## src/rtl/axi_riscv_amo_pkg.sv

```systemverilog
// Shared types and constants for the RISC-V AMO to AXI5 atomic issuer.
// Compile-time option: AXI_RISCV_AMO_ISSUER_ALIGN_CHECK_EN (see issuer top).
package axi_riscv_amo_pkg;

  // AXI ATOP field constants, same names and values as axi_pkg
  localparam logic [5:0] ATOP_ATOMICSWAP = 6'b110000;
  localparam logic [1:0] ATOP_ATOMICLOAD = 2'b10;
  localparam logic       ATOP_LITTLE_END = 1'b0;
  localparam logic [2:0] ATOP_ADD  = 3'b000;
  localparam logic [2:0] ATOP_CLR  = 3'b001;
  localparam logic [2:0] ATOP_EOR  = 3'b010;
  localparam logic [2:0] ATOP_SET  = 3'b011;
  localparam logic [2:0] ATOP_SMAX = 3'b100;
  localparam logic [2:0] ATOP_SMIN = 3'b101;
  localparam logic [2:0] ATOP_UMAX = 3'b110;
  localparam logic [2:0] ATOP_UMIN = 3'b111;

  localparam logic [1:0] RESP_OKAY   = 2'b00;
  localparam logic [1:0] RESP_EXOKAY = 2'b01;
  localparam logic [1:0] RESP_SLVERR = 2'b10;
  localparam logic [1:0] RESP_DECERR = 2'b11;

  typedef enum logic [3:0] {
    AMO_SWAP = 4'd0,
    AMO_ADD  = 4'd1,
    AMO_AND  = 4'd2,
    AMO_OR   = 4'd3,
    AMO_XOR  = 4'd4,
    AMO_MAX  = 4'd5,
    AMO_MIN  = 4'd6,
    AMO_MAXU = 4'd7,
    AMO_MINU = 4'd8
  } amo_op_e;

  typedef enum logic [1:0] {
    ST_IDLE = 2'd0,
    ST_SEND = 2'd1,
    ST_WAIT = 2'd2,
    ST_RESP = 2'd3
  } amo_state_e;

  function automatic logic [5:0] atop_load(input logic [2:0] op);
    return {ATOP_ATOMICLOAD, ATOP_LITTLE_END, op};
  endfunction

  function automatic logic resp_is_err(input logic [1:0] r);
    return (r == RESP_SLVERR) || (r == RESP_DECERR);
  endfunction

  // Only word and double are legal; double needs a 64-bit bus.
  function automatic logic amo_misaligned(
    input logic [2:0]  lo,
    input logic [1:0]  size,
    input int unsigned dw
  );
    logic bad_size;
    bad_size = (size < 2'd2) || ((size == 2'd3) && (dw != 64));
    if (size == 2'd3) return bad_size || (lo != 3'b000);
    return bad_size || (lo[1:0] != 2'b00);
  endfunction

endpackage

```

## src/rtl/axi_riscv_amo_issuer_encode.sv

```systemverilog
// Opcode, byte-lane, strobe and read-lane mapping for the AMO issuer.
// Purely combinational; widths follow DATA_WIDTH (32 or 64).
module axi_riscv_amo_encode
  import axi_riscv_amo_pkg::*;
#(
  parameter int unsigned DATA_WIDTH = 64,
  parameter int unsigned OFF_W      = $clog2(DATA_WIDTH/8)
) (
  input  amo_op_e                 i_amo,
  input  logic [OFF_W-1:0]        i_off,
  input  logic [1:0]              i_size,
  input  logic [DATA_WIDTH-1:0]   i_operand,
  input  logic [DATA_WIDTH-1:0]   i_rdata,
  output logic [5:0]              o_atop,
  output logic [DATA_WIDTH-1:0]   o_wdata,
  output logic [DATA_WIDTH/8-1:0] o_strb,
  output logic [DATA_WIDTH-1:0]   o_rsp_data
);

  localparam int unsigned SW = DATA_WIDTH/8;

  logic                  w_dbl;
  logic [DATA_WIDTH-1:0] w_op;
  logic [SW-1:0]         w_mask;

  assign w_dbl = (i_size == 2'd3);

  // RISC-V AMO opcode to AXI ATOP
  always_comb begin
    o_atop = ATOP_ATOMICSWAP;
    unique case (i_amo)
      AMO_SWAP: o_atop = ATOP_ATOMICSWAP;
      AMO_ADD:  o_atop = atop_load(ATOP_ADD);
      AMO_AND:  o_atop = atop_load(ATOP_CLR);
      AMO_OR:   o_atop = atop_load(ATOP_SET);
      AMO_XOR:  o_atop = atop_load(ATOP_EOR);
      AMO_MAX:  o_atop = atop_load(ATOP_SMAX);
      AMO_MIN:  o_atop = atop_load(ATOP_SMIN);
      AMO_MAXU: o_atop = atop_load(ATOP_UMAX);
      AMO_MINU: o_atop = atop_load(ATOP_UMIN);
      default:  o_atop = ATOP_ATOMICSWAP;
    endcase
  end

  // AND has no ATOP; CLR with the complement gives the same result
  assign w_op   = (i_amo == AMO_AND) ? ~i_operand : i_operand;
  assign w_mask = w_dbl ? {SW{1'b1}} : SW'(4'hF);
  assign o_strb = w_mask << i_off;

  generate
    if (DATA_WIDTH == 64) begin : g_w64
      logic [31:0] w_word;
      assign o_wdata    = w_dbl ? w_op : {2{w_op[31:0]}};
      assign w_word     = i_off[2] ? i_rdata[63:32] : i_rdata[31:0];
      assign o_rsp_data = w_dbl ? i_rdata : {{32{w_word[31]}}, w_word};
    end else begin : g_w32
      assign o_wdata    = w_op;
      assign o_rsp_data = i_rdata;
    end
  endgenerate

endmodule

```

## src/rtl/axi_riscv_amo_issuer.sv

```systemverilog
// Issues one RISC-V AMO at a time as a single-beat AXI5 atomic.
// Define AXI_RISCV_AMO_ISSUER_ALIGN_CHECK_EN to reject misaligned requests.
module axi_riscv_amo_issuer
  import axi_riscv_amo_pkg::*;
#(
  parameter int unsigned ADDR_WIDTH = 32,
  parameter int unsigned DATA_WIDTH = 64,
  parameter int unsigned ID_WIDTH   = 4,
  parameter int unsigned AXI_ID     = 0
) (
  input  logic                    clk_i,
  input  logic                    rst_ni,
  input  logic                    req_valid_i,
  output logic                    req_ready_o,
  input  amo_op_e                 req_amo_i,
  input  logic [ADDR_WIDTH-1:0]   req_addr_i,
  input  logic [1:0]              req_size_i,
  input  logic [DATA_WIDTH-1:0]   req_data_i,
  output logic                    rsp_valid_o,
  input  logic                    rsp_ready_i,
  output logic [DATA_WIDTH-1:0]   rsp_data_o,
  output logic                    rsp_err_o,
  output logic                    aw_valid_o,
  input  logic                    aw_ready_i,
  output logic [ADDR_WIDTH-1:0]   aw_addr_o,
  output logic [2:0]              aw_size_o,
  output logic [5:0]              aw_atop_o,
  output logic [ID_WIDTH-1:0]     aw_id_o,
  output logic                    w_valid_o,
  input  logic                    w_ready_i,
  output logic [DATA_WIDTH-1:0]   w_data_o,
  output logic [DATA_WIDTH/8-1:0] w_strb_o,
  output logic                    w_last_o,
  input  logic                    b_valid_i,
  output logic                    b_ready_o,
  input  logic [1:0]              b_resp_i,
  input  logic                    r_valid_i,
  output logic                    r_ready_o,
  input  logic [DATA_WIDTH-1:0]   r_data_i,
  input  logic [1:0]              r_resp_i
);

  localparam int unsigned OFF_W = $clog2(DATA_WIDTH/8);

  amo_state_e            r_state;
  amo_state_e            w_next;
  amo_op_e               r_amo;
  logic [ADDR_WIDTH-1:0] r_addr;
  logic [1:0]            r_size;
  logic [DATA_WIDTH-1:0] r_operand;
  logic                  r_aw_done;
  logic                  r_w_done;
  logic                  r_b_done;
  logic                  r_r_done;
  logic                  r_rsp_err;
  logic [DATA_WIDTH-1:0] r_rsp_data;

  logic                  w_req_fire;
  logic                  w_aw_fire;
  logic                  w_w_fire;
  logic                  w_b_fire;
  logic                  w_r_fire;
  logic                  w_bad;
  logic                  w_in_send;
  logic                  w_in_wait;
  logic [DATA_WIDTH-1:0] w_rsp_data;

`ifdef AXI_RISCV_AMO_ISSUER_ALIGN_CHECK_EN
  assign w_bad = amo_misaligned(req_addr_i[2:0], req_size_i, DATA_WIDTH);
`else
  assign w_bad = 1'b0;
`endif

  assign w_in_send = (r_state == ST_SEND);
  assign w_in_wait = (r_state == ST_WAIT);

  // B and R may already be taken in SEND once AW is out
  assign req_ready_o = (r_state == ST_IDLE);
  assign aw_valid_o  = w_in_send & ~r_aw_done;
  assign w_valid_o   = w_in_send & ~r_w_done;
  assign b_ready_o   = ((w_in_send & r_aw_done) | w_in_wait) & ~r_b_done;
  assign r_ready_o   = ((w_in_send & r_aw_done) | w_in_wait) & ~r_r_done;
  assign rsp_valid_o = (r_state == ST_RESP);

  assign w_req_fire = req_valid_i & req_ready_o;
  assign w_aw_fire  = aw_valid_o & aw_ready_i;
  assign w_w_fire   = w_valid_o & w_ready_i;
  assign w_b_fire   = b_valid_i & b_ready_o;
  assign w_r_fire   = r_valid_i & r_ready_o;

  assign aw_addr_o  = r_addr;
  assign aw_size_o  = {1'b0, r_size};
  assign aw_id_o    = ID_WIDTH'(AXI_ID);
  assign w_last_o   = 1'b1;
  assign rsp_data_o = r_rsp_data;
  assign rsp_err_o  = r_rsp_err;

  axi_riscv_amo_encode #(
    .DATA_WIDTH (DATA_WIDTH),
    .OFF_W      (OFF_W)
  ) u_encode (
    .i_amo      (r_amo),
    .i_off      (r_addr[OFF_W-1:0]),
    .i_size     (r_size),
    .i_operand  (r_operand),
    .i_rdata    (r_data_i),
    .o_atop     (aw_atop_o),
    .o_wdata    (w_data_o),
    .o_strb     (w_strb_o),
    .o_rsp_data (w_rsp_data)
  );

  // FSM state register
  always_ff @(posedge clk_i or negedge rst_ni) begin
    if (!rst_ni) r_state <= ST_IDLE;
    else         r_state <= w_next;
  end

  // FSM next state
  always_comb begin
    w_next = r_state;
    unique case (r_state)
      ST_IDLE: if (req_valid_i) w_next = w_bad ? ST_RESP : ST_SEND;
      ST_SEND: if ((r_aw_done | w_aw_fire) & (r_w_done | w_w_fire))
                 w_next = ST_WAIT;
      ST_WAIT: if ((r_b_done | w_b_fire) & (r_r_done | w_r_fire))
                 w_next = ST_RESP;
      ST_RESP: if (rsp_ready_i) w_next = ST_IDLE;
      default: w_next = ST_IDLE;
    endcase
  end

  // Request capture, channel completion flags and response collection
  always_ff @(posedge clk_i or negedge rst_ni) begin
    if (!rst_ni) begin
      r_amo      <= AMO_SWAP;
      r_addr     <= '0;
      r_size     <= '0;
      r_operand  <= '0;
      r_aw_done  <= 1'b0;
      r_w_done   <= 1'b0;
      r_b_done   <= 1'b0;
      r_r_done   <= 1'b0;
      r_rsp_err  <= 1'b0;
      r_rsp_data <= '0;
    end else begin
      if (w_req_fire) begin
        r_amo     <= req_amo_i;
        r_addr    <= req_addr_i;
        r_size    <= req_size_i;
        r_operand <= req_data_i;
        r_aw_done <= 1'b0;
        r_w_done  <= 1'b0;
        r_b_done  <= 1'b0;
        r_r_done  <= 1'b0;
        r_rsp_err <= w_bad;
      end
      if (w_aw_fire) r_aw_done <= 1'b1;
      if (w_w_fire)  r_w_done  <= 1'b1;
      if (w_b_fire) begin
        r_b_done <= 1'b1;
        if (resp_is_err(b_resp_i)) r_rsp_err <= 1'b1;
      end
      if (w_r_fire) begin
        r_r_done   <= 1'b1;
        r_rsp_data <= w_rsp_data;
        if (resp_is_err(r_resp_i)) r_rsp_err <= 1'b1;
      end
    end
  end

endmodule

```

## config.mk

```make
export PLATFORM = sky130hd
export DESIGN_NAME = axi_riscv_amo_issuer
export DESIGN_NICKNAME = d
export VERILOG_FILES = /design/src/rtl/axi_riscv_amo_pkg.sv /design/src/rtl/axi_riscv_amo_issuer_encode.sv /design/src/rtl/axi_riscv_amo_issuer.sv
export SDC_FILE = /design/constraint.sdc
export NUM_CORES = 1
export LEC_CHECK = 0
export ABC_AREA = 0
export BUFFER_PORTS_ARGS = -buffer_cell sky130_fd_sc_hd__buf_2
export CAP_MARGIN = 20
export CORE_AREA = 3 3 140 142
export CTS_CLUSTER_DIAMETER = 50
export DETAILED_ROUTE_END_ITERATION = 16
export DIE_AREA = 0 0 143 145
export PLACE_DENSITY = 0.82
export SLEW_MARGIN = 0
export SYNTH_ARGS = -nofsm -noshare
export SYNTH_HDL_FRONTEND = slang
export SYNTH_SLANG_ARGS = --single-unit
export TNS_END_PERCENT = 10
```

## constraint.sdc

```tcl
create_clock -name clk_i -period 2.4 [get_ports clk_i]
set_input_delay 0.24 -clock clk_i [delete_from_list [all_inputs] [get_ports clk_i]]
set_output_delay 0.24 -clock clk_i [all_outputs]
set_load 0.05 [all_outputs]
```

==> impl_metrics.csv <==
group,metric,value,unit
sta,fin_worst_skew,0.0108,ns
floorplan,ioPinCount,367,
cells_and_area,drive_gt1_frac,0.517,
placed_design,dp_cells,1251,
detailed_routing,via_per_inst,5.05,
floorplan,die_area,20700,sq um
floorplan,die_w,143,microns
detailed_routing,first_pass_iters,5,
detailed_routing,wl_per_cell,17.7,microns
cells_and_area,nFillCells,1437,
placed_design,gp_congestion,0.841,
sta,worstMarginPinSlew,0.557,ns
grt,grt_antenna_before_repair,2,
clock_network,clkTransAtPathRegs,0.07,ns
sta,drv_slew,0,
floorplan,die_y,145,microns
detailed_routing,ant_nets,0,
sta,slew_headroom,0.629,
detailed_routing,num_vias,6564,
sta,fmax,0.429,GHz
detailed_routing,drcViolationCount,0,
logic_synthesis,synth_commonest_cells,"dfrtp_1, mux2_2, a21oi_1",
placed_design,io_buffers,356,
clock_network,clockBufferDepth,2,
logic_synthesis,synth_area_leaders,"dfrtp_1, mux2_2, mux2i_1, a21oi_1, xnor2_1",
grt,grt_pass1_wl,34900,microns
detailed_routing,drt_iter0_markers,208,
logic_synthesis,netlist.area_leader.share,0.524,
logic_synthesis,synth_edf_count,0,
sta,fin_setup_tns,0,ns
clock_network,cts_made_buffers,17,
sta,grt_setup_unrepaired,"yes",
grt,grt_overflow_total,0,
logic_synthesis,async_reset_ff_frac,1.00,
placed_design,dpl.hpwl,16200,microns
grt,gr-usage-all-layers,0.212,
setup_path,start_kind,"register",
grt,grt_pass1_vias,6723,
floorplan,num_rows,50,
setup_path,cp.required,2.16,ns
job,cap_viol_max_count,0,
logic_synthesis,synth_cells,688,
cells_and_area,multi_input_area,3680,sq um
cells_and_area,register_area,4330,sq um
sta,fin_ws,0.0684,ns
sta,finalSetupViolCount,0,
logic_synthesis,yosysSeqAreaShare,0.524,
logic_synthesis,synthMostInstantiatedCell,"dfrtp_1",
logic_synthesis,synth.distinct_cells,34,
sta,hold_slack,0.0430,ns
placed_design,pre_cts_ws,0.298,ns
cells_and_area,diodes,0,
logic_synthesis,ys_ff_latch,173,
cells_and_area,fin_nets,1239,
logic_synthesis,synth_area_per_cell,12.0,sq um
clock_network,h-tree-depth,4,
floorplan,core,18600,sq um
setup_path,critPathKind,"reg -> out",
detailed_routing,wirelength,23000,microns
sta,period_share,0.971,
logic_synthesis,yosysTopAreaCell,"dfrtp_1",
floorplan,start_util,0.445,
cells_and_area,final_cells,1300,
logic_synthesis,ys_warn_count,0,
setup_path,cp.arrival,2.09,ns
setup_path,cp-end-kind,"output port",
clock_network,cts_tree,"built",
logic_synthesis,ys.flop_type,"dfrtp_1",
clock_network,worst_skew_pair.late_latency,0.42,ns
grt,grt_start_max_net_pins,130,
outcome,outcome,"finished, final reports clean",
logic_synthesis,synthesis.area,8270,sq um
clock_network,cts-root-buf,"clkbuf_16",
cells_and_area,syn2layout_area_growth,39.1,%
clock_network,cts.sinks,173,
setup_path,critPathMaxFanout,7,
sta,fin_crit,2.33,ns
sta,hold_violations,0,
min_path,hold_class,"in -> reg",
## worst max-delay path: stages, from the launching register on
cell,delay (ns)
dfrtp_1,0.39
inv_2,0.09
ha_4,0.13
nor3b_4,0.29
buf_12,0.20
buf_4,0.15
xor2_2,0.24
buf_12,0.18
## layout make-up
type                       count  area share
sequential                   173       0.376
multi-input combinational    456       0.320
timing repair buffer         396       0.221
clock buffer                  19      0.0385
tap                          234      0.0255
clock inverter                13      0.0156
inverter                       9     0.00294
## per-stage QoR
stage               utilization  instance area [sq um]
floorplan                     -                   8300
global placement          0.556                  10300
detailed placement        0.556                  10300
CTS                       0.604                  11200
global route              0.619                  11500
finish                    0.619                  11500
## cell usage in the layout (no fill, tap or decap), drive strengths merged, types with 2 or more instances in the layout
master and n:
o21ai 2, a21oi 99, nor3 2, bufinv 3, a31oi 2, mux2i 68, ha 8, mux2 103
nand2b 2, conb 8, xnor2 32, clkbuf 33, nand2 7, a22o 3, nor2b 3, clkinv 5
xor2 32, dfrtp 173, nor3b 2, nor2 72, buf 381, a32oi 2, o22ai 2, inv 14
## per-layer routing
metal | share of wire | global-route usage
met1 | 0.38 | 0.241
met5 | 0.00030 | 0
met3 | 0.086 | 0.0695
met2 | 0.51 | 0.371
met4 | 0.021 | 0.0703
## sequential cells by signal, summed over array words and instances, names as in the netlist
signal	cells
r_operand	64
r_b_done	1
r_w_done	1
r_aw_done	1
aw_addr_o	32
r_size	2
r_r_done	1
r_state	2
rsp_err_o	1
rsp_data_o	64
r_amo	4
## cells by family after synthesis
kind of cell             share of synthesized area
flip-flops                                   0.524
buffers and inverters                       0.0516
AO/OA/AOI/OAI                               0.0725
adder cells (fa/ha/maj)                     0.0121
other                                     0.000909
multiplexers                                 0.223
AND/OR/NAND/NOR                             0.0486
XOR/XNOR                                    0.0678
## final timing paths
| check | slack, ns | from | cells after the start | end |
|---|---|---|---|---|
| min | 0.04 | req_data_i[48] | 2 | r_operand[48] |
| max in group asynchronous | 1.34 | rst_ni | 3 | rsp_data_o[36] |
| min reg2reg | 0.47 | rsp_err_o | 2 | rsp_err_o |
| max | 0.07 | r_amo[0] | 7 | w_data_o[31] |
| max reg2reg | 0.41 | r_state[1] | 7 | rsp_data_o[11] |
| min in group asynchronous | 0.34 | rst_ni | 2 | r_operand[2] |
## repair_timing
| action | in CTS | in global routing |
|---|---|---|
| hold endpoints to repair | 53 | 0 |
| endpoints found under the setup margin | 49 | 64 |
| pin swaps | 1 | 0 |
| gates cloned | 3 | 2 |
| setup buffers | 7 | 4 |
| hold buffers | 1 | 0 |
| gates resized for setup | 45 | 59 |
Power is not shown: default switching activity piles up to over one toggle a cycle in this logic, so the estimate is an artifact.
